<file path="src/rtl/uart_tx_arbiter.sv">
// ============================================================================
//  Module      : uart_tx_arbiter
//  Description : Round-robin scheduler sharing one UART transmitter among
//                NREQ byte producers, plus the 16x oversampling tick source.
//
//  Ports
//    clk           in   system clock
//    rst           in   asynchronous active-high reset
//    div_val       in   tick16 period minus one, in clk cycles
//    req           in   per-requester byte pending (held until its ack)
//    req_data      in   byte of requester i at [8i+7:8i]
//    ack           out  one-cycle pulse: byte of requester i captured
//    core_tx_data  out  byte presented to the UART core
//    core_tx_req   out  one-cycle start strobe to the UART core
//    core_tx_busy  in   UART core busy flag
//    tick16        out  one-cycle oversampling enable
//    owner         out  index of the current / last granted requester
//    active        out  high whenever the scheduler is not idle
//    timeout_err   out  sticky: core never went busy after a strobe
//
//  Revision    : 1.0  initial release
// ============================================================================
`default_nettype none

module uart_tx_arbiter #(
    parameter int NREQ  = 4,
    parameter int DIV_W = 16
) (
    input  logic                      clk,
    input  logic                      rst,
    input  logic [DIV_W-1:0]          div_val,
    input  logic [NREQ-1:0]           req,
    input  logic [NREQ*8-1:0]         req_data,
    output logic [NREQ-1:0]           ack,
    output logic [7:0]                core_tx_data,
    output logic                      core_tx_req,
    input  logic                      core_tx_busy,
    output logic                      tick16,
    output logic [$clog2(NREQ)-1:0]   owner,
    output logic                      active,
    output logic                      timeout_err
);

    localparam int OWN_W = $clog2(NREQ);

    localparam logic [OWN_W-1:0] c_LAST_RST = OWN_W'(NREQ - 1);
    localparam logic [1:0]       c_WDOG_MAX = 2'd3;
    localparam logic [NREQ-1:0]  c_ONE_HOT0 = {{(NREQ-1){1'b0}}, 1'b1};

    typedef enum logic [1:0] {
        S_IDLE      = 2'd0,
        S_ISSUE     = 2'd1,
        S_WAIT_BUSY = 2'd2,
        S_WAIT_DONE = 2'd3
    } state_t;

    state_t             r_state;
    logic [OWN_W-1:0]   r_last;
    logic [OWN_W-1:0]   r_owner;
    logic [7:0]         r_hold;
    logic [NREQ-1:0]    r_ack;
    logic               r_tx_req;
    logic               r_timeout;
    logic [1:0]         r_wdog;
    logic [DIV_W-1:0]   r_cnt;
    logic               r_tick;

    logic [OWN_W-1:0]   w_sel_lo;
    logic [OWN_W-1:0]   w_sel_hi;
    logic               w_hit_hi;
    logic [OWN_W-1:0]   w_sel;
    logic [7:0]         w_sel_data;
    logic               w_any;

    // ------------------------------------------------------------------------
    // Tick generator. The >= compare lets a reduced div_val take effect at
    // once instead of waiting for the counter to wrap through its full range.
    // ------------------------------------------------------------------------
    always_ff @(posedge clk or posedge rst) begin
        if (rst) begin
            r_cnt  <= '0;
            r_tick <= 1'b0;
        end else if (r_cnt >= div_val) begin
            r_cnt  <= '0;
            r_tick <= 1'b1;
        end else begin
            r_cnt  <= r_cnt + 1'b1;
            r_tick <= 1'b0;
        end
    end

    // ------------------------------------------------------------------------
    // Round-robin pick: the lowest requesting index above r_last wins; if none
    // is above it, the search wraps to the lowest requesting index overall.
    // The descending loop lets the lowest matching index overwrite the others.
    // ------------------------------------------------------------------------
    assign w_any = |req;

    always_comb begin
        w_sel_lo = '0;
        w_sel_hi = '0;
        w_hit_hi = 1'b0;
        for (int k = NREQ - 1; k >= 0; k--) begin
            if (req[k]) begin
                w_sel_lo = OWN_W'(k);
            end
            if (req[k] && (OWN_W'(k) > r_last)) begin
                w_sel_hi = OWN_W'(k);
                w_hit_hi = 1'b1;
            end
        end
    end

    assign w_sel = w_hit_hi ? w_sel_hi : w_sel_lo;

    always_comb begin
        w_sel_data = 8'h00;
        for (int k = 0; k < NREQ; k++) begin
            if (w_sel == OWN_W'(k)) begin
                w_sel_data = req_data[8*k +: 8];
            end
        end
    end

    // ------------------------------------------------------------------------
    // Grant / issue / wait state machine. Strobe and ack are raised on the
    // grant edge so they are high exactly while the FSM sits in ISSUE.
    // ------------------------------------------------------------------------
    always_ff @(posedge clk or posedge rst) begin
        if (rst) begin
            r_state   <= S_IDLE;
            r_last    <= c_LAST_RST;
            r_owner   <= '0;
            r_hold    <= 8'h00;
            r_ack     <= '0;
            r_tx_req  <= 1'b0;
            r_timeout <= 1'b0;
            r_wdog    <= 2'd0;
        end else begin
            r_tx_req <= 1'b0;
            r_ack    <= '0;
            case (r_state)
                S_IDLE: begin
                    if (w_any) begin
                        r_hold   <= w_sel_data;
                        r_last   <= w_sel;
                        r_owner  <= w_sel;
                        r_tx_req <= 1'b1;
                        r_ack    <= c_ONE_HOT0 << w_sel;
                        r_state  <= S_ISSUE;
                    end
                end
                S_ISSUE: begin
                    r_wdog  <= 2'd0;
                    r_state <= S_WAIT_BUSY;
                end
                S_WAIT_BUSY: begin
                    if (core_tx_busy) begin
                        r_state <= S_WAIT_DONE;
                    end else if (r_wdog == c_WDOG_MAX) begin
                        // Fourth consecutive cycle without busy: give up.
                        r_timeout <= 1'b1;
                        r_state   <= S_IDLE;
                    end else begin
                        r_wdog <= r_wdog + 2'd1;
                    end
                end
                S_WAIT_DONE: begin
                    if (!core_tx_busy) begin
                        r_state <= S_IDLE;
                    end
                end
                default: begin
                    r_state <= S_IDLE;
                end
            endcase
        end
    end

    assign ack          = r_ack;
    assign core_tx_data = r_hold;
    assign core_tx_req  = r_tx_req;
    assign tick16       = r_tick;
    assign owner        = r_owner;
    assign timeout_err  = r_timeout;
    assign active       = (r_state != S_IDLE);

endmodule

`default_nettype wire

</file>
<file path="config.mk">
export PLATFORM = sky130hd
export DESIGN_NAME = uart_tx_arbiter
export DESIGN_NICKNAME = d
export VERILOG_FILES = /design/src/rtl/uart_tx_arbiter.sv
export SDC_FILE = /design/constraint.sdc
export NUM_CORES = 1
export LEC_CHECK = 0
export CORE_AREA = 2 2 80 82
export DETAILED_ROUTE_END_ITERATION = 8
export DIE_AREA = 0 0 82 84
export PLACE_DENSITY = 0.75
export SLEW_MARGIN = 10
export SYNTH_ARGS = -nofsm -noshare
export SYNTH_HDL_FRONTEND = slang
export SYNTH_SLANG_ARGS = --single-unit
</file>
<file path="constraint.sdc">
create_clock -name clk -period 1.8 [get_ports clk]
set_input_delay 0.27 -clock clk [delete_from_list [all_inputs] [get_ports clk]]
set_output_delay 0.27 -clock clk [all_outputs]
set_load 0.02 [all_outputs]
</file>
# == Yosys cells after proc, flatten, opt, wreduce, memory -nomap -nowiden ==
# Cells that the tools add are included.
# word_totals
register_bits,39
output_inout_bits,18
# classes
n_addsub,2
order_cmp,5
n_eq_ne,12
n_shift,1
n_mux,31
n_bitwise,1
n_reduce_logical,13
# ops
operator,count
8-bit two-way mux,4
2-bit two-way mux,15
16-bit by 1-bit adder with 16-bit output (second input constant),1
16-bit greater-or-equal comparator,1
16-bit two-way mux,1
2-bit equality test (second input constant),5
3-bit AND reduction,3
4-bit two-way mux,2
2-bit inequality test (second input constant),4
2-bit case mux with 4 select lines,1
1-bit two-way mux,7
2-bit by 1-bit equality test with 1-bit output (second input constant),2
1-bit by 2-bit greater-than comparator with 1-bit output (first input constant),2
2-bit greater-than comparator (first input constant),2
1-bit logical AND,4
2-bit logical NOT,2
2-bit case mux with 2 select lines,1
2-bit nonzero test,2
4-bit OR reduction,1
1-bit by 2-bit left shift with 4-bit output (first input constant),1
3-bit inequality test (second input constant),1
2-bit by 1-bit adder with 2-bit output (second input constant),1
2-bit AND reduction,1
1-bit NOT,1

# == Longest topological paths before layout ==
# Gate-level depths: netlist (run 1).
# logic_depth
ltp_word,12
ltp_mapped,8

# == Worst setup path after synthesis (run 1) ==
# OpenSTA, ideal clock, no wires.
# synth_path
path_type,register -> register
from,reg r_cnt[13]
to,reg r_cnt[10]
t_arrival_ps,1752
slack_ps,-30
stages_incl_launch_ff,8
n_path_buf,1
synth_period_minus_slack_ps,1830
path_cell_list,dfrtp_1 > ha_1 > a21oi_1 > o21ai_0 > a2111oi_1 > o21ai_1 > buf_2 > a21oi_1
# synth_via
elab_chain_len,2
# synth_rtl
element,line_no,rtl
start: declaration,65,logic [DIV_W-1:0] r_cnt;
start signal: assignment,87,r_cnt <= r_cnt + 1'b1;
16-bit greater-or-equal comparator,83,end else if (r_cnt >= div_val) begin
16-bit two-way mux,83,
# No other way between the ends.
# A chain may end at the register's enable or synchronous reset.

# == Worst setup path in the final report (run 1) ==
# layout_path
from,reg r_cnt[11]
to,"reg r_tick, in the netlist tick16"
# layout_via
elab_chain_len,2
# layout_rtl
element,line_no,rtl
16-bit greater-or-equal comparator,83,
1-bit two-way mux,83,
end signal: assignment,82,r_tick <= 1'b0;
end signal: assignment,85,r_tick <= 1'b1;
end signal: assignment,88,r_tick <= 1'b0;
end: declaration,66,logic r_tick;
# No other way between the ends.

==> results.sh, run 1 <==
export IMPL_final_area_um2=4030
export IMPL_grt_remaining_overflow=0
export IMPL_postLayoutSetupSlackWorst_ns=-0.0538
export IMPL_yosysTopAreaCell="dfrtp_1"
export IMPL_grt_max_degree=40
export IMPL_cts_buffer_depth=2
export IMPL_cts_sinks=39
export IMPL_ys_seq_elements=39
export IMPL_die_height_um=84
export IMPL_setup_violations=16
export IMPL_cp_end_kind="flip-flop"
export IMPL_die_x_um=82
export IMPL_hold_viol=0
export IMPL_htreeDepth=2
export IMPL_wirelength_mm=6.77
export IMPL_grt_pass1_vias=2491
export IMPL_violations="setup timing"
export IMPL_nNetsFinal=460
export IMPL_vias=2449
export IMPL_wl_per_cell_um=14.6
export IMPL_crit_required_ns=1.99
export IMPL_yosysTopAreaCellShare_pct=36.6
export IMPL_fin_crit_ns=1.85
export IMPL_clock_skew_ns=0.00496
export IMPL_core_area_um2=6100
export IMPL_crit_chain="ha_4, a21oi_4, o21ai_4, a2111oi_4, o21ai_2, buf_6, and2_4"
export IMPL_max_slew_margin_rel_pct=77.5
export IMPL_critPathTopFamily="compound AO/OA/AOI/OAI gates"
export IMPL_synth_cells=269
export IMPL_gp_congestion=0.820
export IMPL_insertion_delay_ns=0.29
export IMPL_port_buffers=72
export IMPL_cts_root_buf="clkbuf_8"
export IMPL_grt_pass1_wl_mm=10.9
export IMPL_critPathMaxStageDelay_ns=0.41
export IMPL_n_fill_cell=531
export IMPL_die_area_um2=6890
export IMPL_syn2layout_area_growth_pct=59.4
export IMPL_critPathSlowestCell="dfrtp_1"
export IMPL_ys_top_cells_by_area="dfrtp_1 (37%), ha_1 (8.9%), a21oi_1 (5.7%)"
export IMPL_track_usage_pct=20.2
export IMPL_ys_seq_area_share_pct=38.7
export IMPL_wl_met3_um=400
export IMPL_drc=0
export IMPL_drv_cap=0
export IMPL_regArea_um2=978
export IMPL_path_buf_inv=1
export IMPL_power_leakage_nw=1.81
export IMPL_dr_first_iter_drc_count=117
export IMPL_max_vdd_ir_drop_v=0.000715
export IMPL_slew_violations=0
export IMPL_drt_pass1_iter_count=4
export IMPL_diodes=0
export IMPL_fmax_ghz=0.539
export IMPL_p_per_area_nw_per_um2=1390
export IMPL_rrSetupSlack_ns=-0.05
export IMPL_cts_inserted_buffers=5
export IMPL_yosys_top_cells_count="dfrtp_1 (37), a21oi_1 (29), nand2_1 (25), inv_1 (22), ha_1 (18)"
export IMPL_outcome="finished with violations"
export IMPL_via_per_inst=5.27
export IMPL_wl_met2_mm=3.50
export IMPL_io_pins=73
export IMPL_async_reset_ff_share_pct=100
export IMPL_worst_pin_slew_ns=0.338
export IMPL_dominantRegCellSynth="dfrtp_1"
export IMPL_yosys_warnings=0
export IMPL_period_share_pct=103
export IMPL_num_rows=29
export IMPL_synth_edf_count=0
export IMPL_met1_length_mm=2.79
export IMPL_rsz0062_at_grt="yes"
export IMPL_path_class="reg -> reg"
export IMPL_ant_nets=0
export IMPL_critPathLaunchType="flip-flop"
export IMPL_multi_input_area_um2=1600
export IMPL_syn_nets=342
export IMPL_avgSynthCellArea_um2=9.41
export IMPL_start_util_pct=41.5
export IMPL_dpl_cell_area_um2=3600
export IMPL_highest_layer="met4"
export IMPL_dpl_hpwl_mm=4.76
export IMPL_drive_above_1_share_pct=26.8
export IMPL_post_synth_top_count_cell="dfrtp_1"
export IMPL_synth_distinct_cells=56
export IMPL_final_core_util_pct=66.2
export IMPL_antenna_found_initial=0
export IMPL_cts_hold_buf=0
export IMPL_syn_area_um2=2530
export IMPL_worstPathMaxFanout=5
export IMPL_hold_class="in -> async"
export IMPL_cts_tree="built"
export IMPL_clk_pin_slew_ns=0.07
export IMPL_crit_arrival_ns=2.04
-- worst register-to-register path, cell delays in order, from the launching register on --
cell	delay (ns)
dfrtp_1	0.41
ha_4	0.27
a21oi_4	0.16
o21ai_4	0.09
a2111oi_4	0.36
o21ai_2	0.15
buf_6	0.16
and2_4	0.15
-- cell families (layout without fill, tap and decap cells) --
family	count (synthesis)	count (layout)	synth area share (%)
DFF	39	39	38.7
adders and majority gates	18	18	8.90
and+or+nand+nor	83	83	18.1
AOI/OAI and AO/OA	68	68	17.6
xor gates and xnor gates	13	13	4.50
muxes	13	13	5.24
buffers and inverters	35	154	7.02
-- layout make-up --
cell class | count | area share, %
clock buffer | 8 | 2.48
inverter | 23 | 2.20
multi-input combinational | 195 | 39.5
sequential | 39 | 24.3
tap | 77 | 2.39
timing repair buffer | 123 | 29.1
-- repair_timing --
item / CTS / global route
cloned: 2 / 0
endpoints found under the setup margin: 23 / 25
buffers inserted: 3 / 6
pin swaps: 6 / 11
gates resized for setup: 25 / 31
-- power breakdown --
part	total, mW	internal (mW)	leakage [nW]	switching, mW
logic	3.43	1.78	1.27	1.65
clock network	0.655	0.350	0.0515	0.305
registers	1.54	1.24	0.491	0.296
total	5.62	3.37	1.81	2.25
-- path summary, 6_finish.rpt --
check	endpoint	cells after the start	start
max	tick16$_DFF_PP0_	7	r_cnt[11]$_DFF_PP0_
min	r_wdog[1]$_DFFE_PP0P_	3	rst
max reg2reg	tick16$_DFF_PP0_	7	r_cnt[11]$_DFF_PP0_
min reg2reg	timeout_err$_DFFE_PP0P_	1	timeout_err$_DFFE_PP0P_
max in group asynchronous	r_last[0]$_DFFE_PP1P_	3	rst
min in group clk	timeout_err$_DFFE_PP0P_	1	timeout_err$_DFFE_PP0P_
-- metal layers --
| layer | vias to the layer above | GRT usage, % |
|---|---|---|
| met5 | - | 0 |
| met4 | 0 | 6.21 |
| met3 | 11 | 5.09 |
| met2 | 73 | 35.0 |
| met1 | 1171 | 24.1 |
| li1 | 1194 | - |
-- sequential cells by signal (all words and copies together), names as in the netlist --
register and flops:
ack 4, r_cnt 16, core_tx_req 1, r_wdog 2
timeout_err 1, r_state 2, owner 2, core_tx_data 8
tick16 1, r_last 2
-- per-stage QoR --
stage | power, mW | cells | setup TNS, ns | hold slack (ns) | worst slack (ns)
6_report | 5.62 | 465 | -0.400 | 0.327 | -0.0538
5_1_grt | 6.03 | 465 | -1.83 | 0.376 | -0.120
4_1_cts | 5.29 | 459 | 0 | 0.330 | 0.00426
3_5_place_dp | 4.32 | 446 | -11.44 | 0.464 | -0.464
3_3_place_gp | 4.24 | 446 | -10.16 | 0.461 | -0.398
2_1_floorplan | 3.13 | 269 | -0.105 | 0.387 | -0.0105
-- cells in the final DEF, fill, tap and decap left out, types with 8 or more instances in the layout --
| cell type | count |
|---|---|
| inv_1 | 18 |
| nor2_1 | 15 |
| nand2_1 | 24 |
| buf_4 | 43 |
| a21oi_1 | 18 |
| dfrtp_1 | 37 |
| ha_1 | 10 |
| a21oi_2 | 9 |
| o211ai_1 | 8 |
| clkdlybuf4s50_1 | 65 |
| mux2i_1 | 11 |
Note: power is estimated with default switching activity, not from simulation.
==> inputs of run 2 (changes only) <==
Settings changed: SLEW_MARGIN 10 to 40.
==> results of run 2 <==
No change in the layout: final DEF, timing and power equal those of run 1.
==> inputs of run 3 (changes only) <==
Settings changed: MAX_ROUTING_LAYER set to met4.
==> run 3 against run 2 <==
Effect of this change:
- wire length is 0.22% higher
- via count is 0.53% lower
- fmax hardly changed
- register-to-register slack hardly changed
- global-route usage is 0.51 points higher
- total power hardly changed
- clock skew hardly changed
- count of clock-buffer cells in the layout stayed put
- final area stayed put
- sequential share of layout area stayed put
- sequential power hardly changed
- the flow still finishes with violations (setup timing)
- flip-flop and latch count stayed put
==> results.sh, run 3 (same netlist as run 1, synthesis figures left out) <==
export IMPL_outcome="finished with violations"
export IMPL_violations="setup timing"
export IMPL_drive_above_1_share_pct=26.8
export IMPL_worstPathMaxFanout=17
export IMPL_hold_viol=0
export IMPL_crit_required_ns=1.97
export IMPL_top_register="r_cnt"
export IMPL_core_area_um2=6100
export IMPL_grt_pass1_vias=2496
export IMPL_die_area_um2=6890
export IMPL_diodes=0
export IMPL_dpl_hpwl_mm=4.76
export IMPL_die_height_um=84
export IMPL_rrSetupSlack_ns=-0.05
export IMPL_critPathLaunchType="input pin"
export IMPL_die_x_um=82
export IMPL_drc=0
export IMPL_p_per_area_nw_per_um2=1390
export IMPL_antenna_found_initial=0
export IMPL_track_usage_pct=20.7
export IMPL_vias=2436
export IMPL_cts_hold_buf=0
export IMPL_htreeDepth=2
export IMPL_insertion_delay_ns=0.29
export IMPL_cts_root_buf="clkbuf_8"
export IMPL_layout_common_cells="clkdlybuf4s50_1 (65), buf_4 (43), dfrtp_1 (37), nand2_1 (24)"
export IMPL_grt_max_degree=40
export IMPL_num_rows=29
export IMPL_fmax_ghz=0.539
export IMPL_n_fill_cell=531
export IMPL_via_per_inst=5.24
export IMPL_final_area_um2=4030
export IMPL_syn2layout_area_growth_pct=59.4
export IMPL_rsz0062_at_grt="yes"
export IMPL_slew_violations=0
export IMPL_hold_slack_ns=0.329
export IMPL_nNetsFinal=460
export IMPL_postLayoutSetupSlackWorst_ns=-0.0554
export IMPL_clock_skew_ns=0.00507
export IMPL_grt_pass1_wl_mm=10.9
export IMPL_multi_input_area_um2=1600
export IMPL_fin_crit_ns=1.86
export IMPL_dp_slack_ns=-0.464
export IMPL_crit_arrival_ns=2.02
export IMPL_gp_congestion=0.832
export IMPL_clk_pin_slew_ns=0.07
export IMPL_period_share_pct=103
export IMPL_max_slew_margin_rel_pct=77.8
export IMPL_drt_pass1_iter_count=4
export IMPL_setup_violations=17
export IMPL_wl_per_cell_um=14.6
export IMPL_power_leakage_nw=1.81
export IMPL_start_util_pct=41.5
export IMPL_path_class="in -> reg"
export IMPL_hold_class="in -> async"
export IMPL_port_buffers=72
export IMPL_cts_inserted_buffers=5
export IMPL_critPathCapture="r_cnt[1]$_DFF_PP0_"
export IMPL_rr_worst_depth=7
export IMPL_worst_pin_slew_ns=0.333
export IMPL_startpoint="div_val[10]"
export IMPL_dpl_cell_area_um2=3600
export IMPL_io_pins=73
export IMPL_dr_first_iter_drc_count=90
export IMPL_largest_reg_flops=16
export IMPL_cp_end_kind="flip-flop"
export IMPL_grt_remaining_overflow=0
export IMPL_cts_buffer_depth=2
export IMPL_cts_sinks=39
export IMPL_regArea_um2=978
export IMPL_cts_tree="built"
export IMPL_drv_cap=0
export IMPL_max_vdd_ir_drop_v=0.000715
export IMPL_wirelength_mm=6.78
export IMPL_r2r_end="tick16$_DFF_PP0_"
export IMPL_rr_startpoint="r_cnt[11]$_DFF_PP0_"
export IMPL_ant_nets=0
export IMPL_final_common_cell="clkdlybuf4s50_1"
## run 3: cell counts in the layout (fill, tap and decap cells not counted)
No cell type changed its count.
## run 3: metal layers
metal,share of wire [%],up-vias,global-route usage (%),wire (µm)
li1,-,1191,-,-
met1,42,1162,24.6,2860
met2,51,72,35.1,3460
met3,5.5,11,4.00,370
met4,1.4,0,6.21,98
met5,0,-,-,0
## run 3: timing repair
| item | 4_1_cts | 5_1_grt |
|---|---|---|
| setup endpoints to repair | 23 | 25 |
| buffers inserted | 3 | 6 |
| gates cloned | 2 | 0 |
| pin swaps | 6 | 11 |
| gates resized for setup | 25 | 31 |
## run 3: layout make-up
| cell class | count | share of cell area [%] |
|---|---|---|
| Clock buffer | 8 | 2.48 |
| Inverter | 23 | 2.20 |
| Multi-Input combinational cell | 195 | 39.5 |
| Sequential cell | 39 | 24.3 |
| Tap cell | 77 | 2.39 |
| Timing Repair Buffer | 123 | 29.1 |
## run 3: critical path, stage by stage
cell and delay (ns):
clkdlybuf4s50_1 0.47, inv_1 0.07, ha_4 0.27, nand2_2 0.06, o21ai_4 0.18, buf_4 0.14
a41oi_1 0.04, o21bai_1 0.20, buf_6 0.22, a21boi_0 0.11
## run 3: worst min path at each step
stage | depth (start not counted) | endpoint | slack [ns] | startpoint
finish | 3 | r_wdog[1]$_DFFE_PP0P_ | 0.33 | rst
global route | 3 | ack[1]$_DFF_PP0_ | 0.38 | rst
CTS | 3 | ack[3]$_DFF_PP0_ | 0.33 | rst
detailed placement | 1 | timeout_err$_DFFE_PP0P_ | 0.46 | timeout_err$_DFFE_PP0P_
global placement | 1 | timeout_err$_DFFE_PP0P_ | 0.46 | timeout_err$_DFFE_PP0P_
floorplan | 2 | r_state[0]$_DFFE_PP0P_ | 0.39 | core_tx_busy
## run 3: per-stage QoR
step	power, mW	std cells	utilization, %	setup TNS, ns
after floorplan	3.13	269	-	-0.105
after global placement	4.24	446	59.0	-10.16
after detailed placement	4.32	446	59.0	-11.44
after CTS	5.29	459	62.9	0
after global routing	6.02	465	66.2	-1.84
final	5.62	465	66.2	-0.440
## run 3: report_power, final
part | switching [mW] | total (mW) | internal (mW) | leakage, nW
sequential | 0.296 | 1.54 | 1.24 | 0.491
combinational | 1.65 | 3.43 | 1.78 | 1.27
clock | 0.305 | 0.655 | 0.350 | 0.0515
total | 2.25 | 5.62 | 3.37 | 1.81
